--- config.mk ---
export PLATFORM = sky130hd
export DESIGN_NAME = serial_adder_flat
export DESIGN_NICKNAME = d
export VERILOG_FILES = /design/src/rtl/serial_adder_pkg.sv /design/src/rtl/serial_adder_if.sv /design/src/rtl/serial_adder_full_adder_cell.sv /design/src/rtl/serial_adder.sv /design/src/flat_wrapper.sv
export SDC_FILE = /design/constraint.sdc
export NUM_CORES = 1
export LEC_CHECK = 0
export BUFFER_PORTS_ARGS = -buffer_cell sky130_fd_sc_hd__buf_2
export CORE_UTILIZATION = 40
export CTS_BUF_LIST = sky130_fd_sc_hd__clkbuf_4 sky130_fd_sc_hd__clkbuf_8
export CTS_CLUSTER_DIAMETER = 150
export DETAILED_ROUTE_END_ITERATION = 10
export PLACE_DENSITY = 0.69
export REMOVE_ABC_BUFFERS = 1
export SLEW_MARGIN = 20
export SYNTH_ARGS = -nofsm -noshare
export SYNTH_HDL_FRONTEND = slang
export SYNTH_HIERARCHICAL = 1
export SYNTH_SLANG_ARGS = --single-unit
--- constraint.sdc ---
create_clock -name clk -period 1.6 [get_ports clk]
set_input_delay 0.32 -clock clk [delete_from_list [all_inputs] [get_ports clk]]
set_output_delay 0.32 -clock clk [all_outputs]
set_load 0.01 [all_outputs]
--- src/rtl/serial_adder_pkg.sv ---
// serial_adder_pkg: FSM state type and default operand width for the bit-serial adder.
package serial_adder_pkg;
  localparam int DEFAULT_WIDTH = 8;
  typedef enum logic [1:0] {IDLE, RUN, DONE} state_e;
endpackage

--- src/rtl/serial_adder_if.sv ---
// serial_adder_if: start/busy/done handshake and operand/result bus; sub exists only with SERIAL_ADDER_SUB_EN.
interface serial_adder_if #(parameter int WIDTH = serial_adder_pkg::DEFAULT_WIDTH);
  logic             start;
  logic [WIDTH-1:0] a;
  logic [WIDTH-1:0] b;
`ifdef SERIAL_ADDER_SUB_EN
  logic             sub;
`endif
  logic             busy;
  logic             done;
  logic [WIDTH-1:0] sum;
  logic             carry_out;
`ifdef SERIAL_ADDER_SUB_EN
  modport master (output start, a, b, sub, input busy, done, sum, carry_out);
  modport slave  (input start, a, b, sub, output busy, done, sum, carry_out);
`else
  modport master (output start, a, b, input busy, done, sum, carry_out);
  modport slave  (input start, a, b, output busy, done, sum, carry_out);
`endif
endinterface

--- src/rtl/serial_adder_full_adder_cell.sv ---
// full_adder_cell: combinational 1-bit full adder used for each serial step.
module full_adder_cell (
  input  logic a_i,
  input  logic b_i,
  input  logic cin_i,
  output logic s_o,
  output logic cout_o
);
  assign s_o    = a_i ^ b_i ^ cin_i;
  assign cout_o = (a_i & b_i) | (a_i & cin_i) | (b_i & cin_i);
endmodule

--- src/rtl/serial_adder.sv ---
// serial_adder: LSB-first bit-serial WIDTH-bit adder with start/busy/done handshake.
// Define SERIAL_ADDER_SUB_EN to add the sub input (a-b via ~b and carry-in 1).
module serial_adder
  import serial_adder_pkg::*;
#(
  parameter int WIDTH = DEFAULT_WIDTH
) (
  input logic          clk,
  input logic          rst,
  serial_adder_if.slave bus
);
  localparam int CW = $clog2(WIDTH);
  state_e           state_q, state_d;
  logic [WIDTH-1:0] sa_q, sb_q, r_q, sum_q;
  logic [CW-1:0]    cnt_q;
  logic             c_q, co_q;
  logic             s, cout, accept, last, sub_w;
`ifdef SERIAL_ADDER_SUB_EN
  assign sub_w = bus.sub;
`else
  assign sub_w = 1'b0;
`endif
  assign accept = bus.start && state_q != RUN;
  assign last   = state_q == RUN && cnt_q == CW'(WIDTH - 1);
  full_adder_cell u_fa (
    .a_i   (sa_q[0]),
    .b_i   (sb_q[0]),
    .cin_i (c_q),
    .s_o   (s),
    .cout_o(cout)
  );
  always_ff @(posedge clk)
    if (rst) state_q <= IDLE;
    else     state_q <= state_d;
  always_comb
    state_d = state_q == RUN ? (last ? DONE : RUN) : (bus.start ? RUN : IDLE);
  always_comb begin
    bus.busy      = state_q == RUN;
    bus.done      = state_q == DONE;
    bus.sum       = sum_q;
    bus.carry_out = co_q;
  end
  // Result bits enter at the MSB so that after WIDTH shifts r_q is aligned.
  always_ff @(posedge clk) begin
    if (rst) begin
      sa_q  <= '0;
      sb_q  <= '0;
      r_q   <= '0;
      sum_q <= '0;
      cnt_q <= '0;
      c_q   <= 1'b0;
      co_q  <= 1'b0;
    end else if (accept) begin
      sa_q  <= bus.a;
      sb_q  <= sub_w ? ~bus.b : bus.b;
      c_q   <= sub_w;
      cnt_q <= '0;
    end else if (state_q == RUN) begin
      sa_q  <= sa_q >> 1;
      sb_q  <= sb_q >> 1;
      c_q   <= cout;
      r_q   <= {s, r_q[WIDTH-1:1]};
      cnt_q <= cnt_q + CW'(1);
      if (last) begin
        sum_q <= {s, r_q[WIDTH-1:1]};
        co_q  <= cout;
      end
    end
  end
endmodule

--- src/flat_wrapper.sv ---
// flat-port wrapper written by rule: the top's interface ports become plain ports
module serial_adder_flat import serial_adder_pkg::*;
#(
  parameter int WIDTH = DEFAULT_WIDTH
)
  (clk, rst, bus_start, bus_a, bus_b, bus_busy, bus_done, bus_sum, bus_carry_out);
  serial_adder_if #(.WIDTH(WIDTH)) bus_i ();
  input logic clk;
  input logic rst;
  input wire logic [$bits(bus_i.start)-1:0] bus_start;
  input wire logic [$bits(bus_i.a)-1:0] bus_a;
  input wire logic [$bits(bus_i.b)-1:0] bus_b;
  output wire logic [$bits(bus_i.busy)-1:0] bus_busy;
  output wire logic [$bits(bus_i.done)-1:0] bus_done;
  output wire logic [$bits(bus_i.sum)-1:0] bus_sum;
  output wire logic [$bits(bus_i.carry_out)-1:0] bus_carry_out;
  assign bus_i.start = bus_start;
  assign bus_i.a = bus_a;
  assign bus_i.b = bus_b;
  assign bus_busy = bus_i.busy;
  assign bus_done = bus_i.done;
  assign bus_sum = bus_i.sum;
  assign bus_carry_out = bus_i.carry_out;
  serial_adder #(.WIDTH(WIDTH)) u_core (.clk(clk), .rst(rst), .bus(bus_i));
endmodule
==> qor.yml <==
power:
  power_density_nw_per_um2: 1040
  finalPower_uw: 1810
  power_leakage_uw: 0.000765
  irDropWorstVdd_uv: 497
outcome:
  status: "complete, no violations"
cts:
  htree_levels: 2
  cts_resized: 0
  cts_sinks: 38
  clk_latency_ns: 0.28
  cts.path.max_buffers: 2
  cts-buffers-inserted: 5
  cts_hold_buffers: 0
  clkSlewWorstSetupHoldPaths_ns: 0.06
  post_cts_buffers: 0
  ctsRootBufferMaster: "clkbuf_8"
  tritoncts: "done"
sta:
  worst_slack_ns: 0.136
  timing.fmax_mhz: 683
  finClkSkew_ns: 0.00222
  slew_violations: 0
  hold_violations: 0
  slew_headroom: 0.638
  min_period_over_period: 0.915
  fin_crit_ns: 1.46
  rsz0062_at_grt: "false"
  worstMarginPinSlew_ns: 0.542
  setup_tns_ns: 0
  setup_violations: 0
drt:
  wl_per_cell_um: 11.9
  ant_nets: 0
  drt_iter0_drc: 64
  wl_mm: 2.62
  drcViolationCount: 0
  vias_per_cell: 5.01
  first_pass_iters: 4
  num_vias: 1103
global_routing:
  grt_max_degree: 34
  grt_pass1_vias: 1062
  track_usage: 0.153
  grt_pass1_wl_mm: 4.66
  global_route.overflow_total: 0
  antenna_found_initial: 0
yosys:
  ys_warn_count: 6
  synth_seq_cells: 38
  syn_avg_cell_area_sq_um: 10.3
  synth.largest_area_cell: "dfxtp_1"
  yosys-top-cells-area: "dfxtp_1 51%, mux2i_1 11%, a211oi_1 7.0%, a22o_1 5.2%, nand2_1 4.2%"
  synth_area_sq_um: 1510
  yosysSeqAreaShare: 0.505
  yosys.cell_types.count: 22
  synth_top_area_share: 0.505
  synth_cells: 146
floorplan:
  fp-row-count: 21
  dieArea_sq_um: 4010
  io_pins: 30
  fp.dieH_um: 63.3
  core_area_sq_um: 3470
  die_w_um: 63.3
  initial_core_util: 0.434
final_layout:
  final_common_cell: "dfxtp_1"
  syn_to_final_growth_pct: 15.9
  drive_gt1_frac: 0.247
  mostFrequentLayoutCells: "38 x dfxtp_1, 29 x buf_2, 17 x nand2_1, 16 x mux2i_1"
  fin_area_sq_um: 1740
  antennaDiodeCount: 0
  layoutNonFillerInstCount: 220
  nets: 196
run:
  cap_violations: 0
place:
  dpl.hpwl_mm: 1.83
  post-place-ws_ns: 0.234
  dp.cells: 213
  gp_congestion: 0.725
  placed_area_sq_um: 1660
  numPortBuffers: 29
worst_setup_path:
  crit_path_max_fanout: 10
  crit_type: "reg2out"
  start_kind: "register"
  critPathRequiredTime_ns: 1.28
  cp.arrival_ns: 1.14
  endpoint_kind: "output pin"
min_path:
  hold_class: "in2reg"
-- cell usage after synthesis (all sizes together) --
master  count
buf        11
nand3b      4
nor2       14
a211oi     14
nor3b       1
nor3        2
nand2b      2
and2b       1
mux2i      16
nand2      17
dfxtp      38
inv         1
fa          1
a21oi      12
o21a        1
ha          2
a22o        9
-- critical path, cell delays in order (launching register included) --
cell and delay (ns):
dfxtp_1 0.31, nand2b_4 0.19, inv_2 0.19, buf_2 0.17
-- per-layer routing --
metal,wire [um],vias up,share of wire,track usage
met4,0,0,0,0.0597
met5,0,-,0,0
met3,165,0,0.063,0.0761
li1,-,571,-,-
met1,1300,496,0.49,0.189
met2,1160,36,0.44,0.226
-- through the flow --
step                      hold WS, ns  utilization
after floorplan                 0.389            -
after global placement          0.452        0.479
after detailed placement        0.455        0.479
after CTS                       0.318        0.503
after global routing            0.347        0.503
final                           0.335        0.503
-- flip-flops by register name (all words and copies together) (netlist names) --
register and flops:
u_core/cnt_q 3, u_core/sa_q 8, u_core/bus.carry_out 1, u_core/r_q 7, u_core/state_q 2, u_core/sb_q 8, u_core/c_q 1, u_core/bus.sum 8
-- kinds of logic (layout without fill, tap and decap cells) --
family	Yosys count	count (layout)	synth area share
compound gates	36	36	0.175
fa+ha+maj	3	3	0.0299
buf+inv	12	40	0.0490
flops	38	38	0.505
mux	16	16	0.106
simple gates	41	41	0.135
-- final timing paths --
path         slack (ns)  depth (start not counted)                              to                    startpoint
max                0.14                          3                        bus_busy  u_core/state_q[1]$_SDFF_PP0_
min                0.33                          3     u_core/sa_q[7]$_SDFFE_PP0P_                      bus_a[7]
max reg2reg        0.22                          4  u_core/bus.sum[2]$_SDFFE_PP0P_  u_core/cnt_q[0]$_SDFFE_PP0N_
min reg2reg        0.47                          2      u_core/r_q[1]$_SDFFE_PP0P_    u_core/r_q[1]$_SDFFE_PP0P_
-- final cells by class --
type,instances,area (sq um)
inverters,1,3.75
multi-input cells,96,671
clock buffers,7,83.8
well taps,46,57.6
repair buffers,32,168
fillers,344,1720
flip-flops and latches,38,761
-- where the power goes --
group          leakage, uW  total (uW)  switching [uW]  internal, uW
Clock            0.0000452         622             289           333
Combinational     0.000410         172            95.3          76.5
Sequential        0.000310        1010            24.6           988
Total             0.000765        1810             409          1400
(Power assumes the default switching activity.)
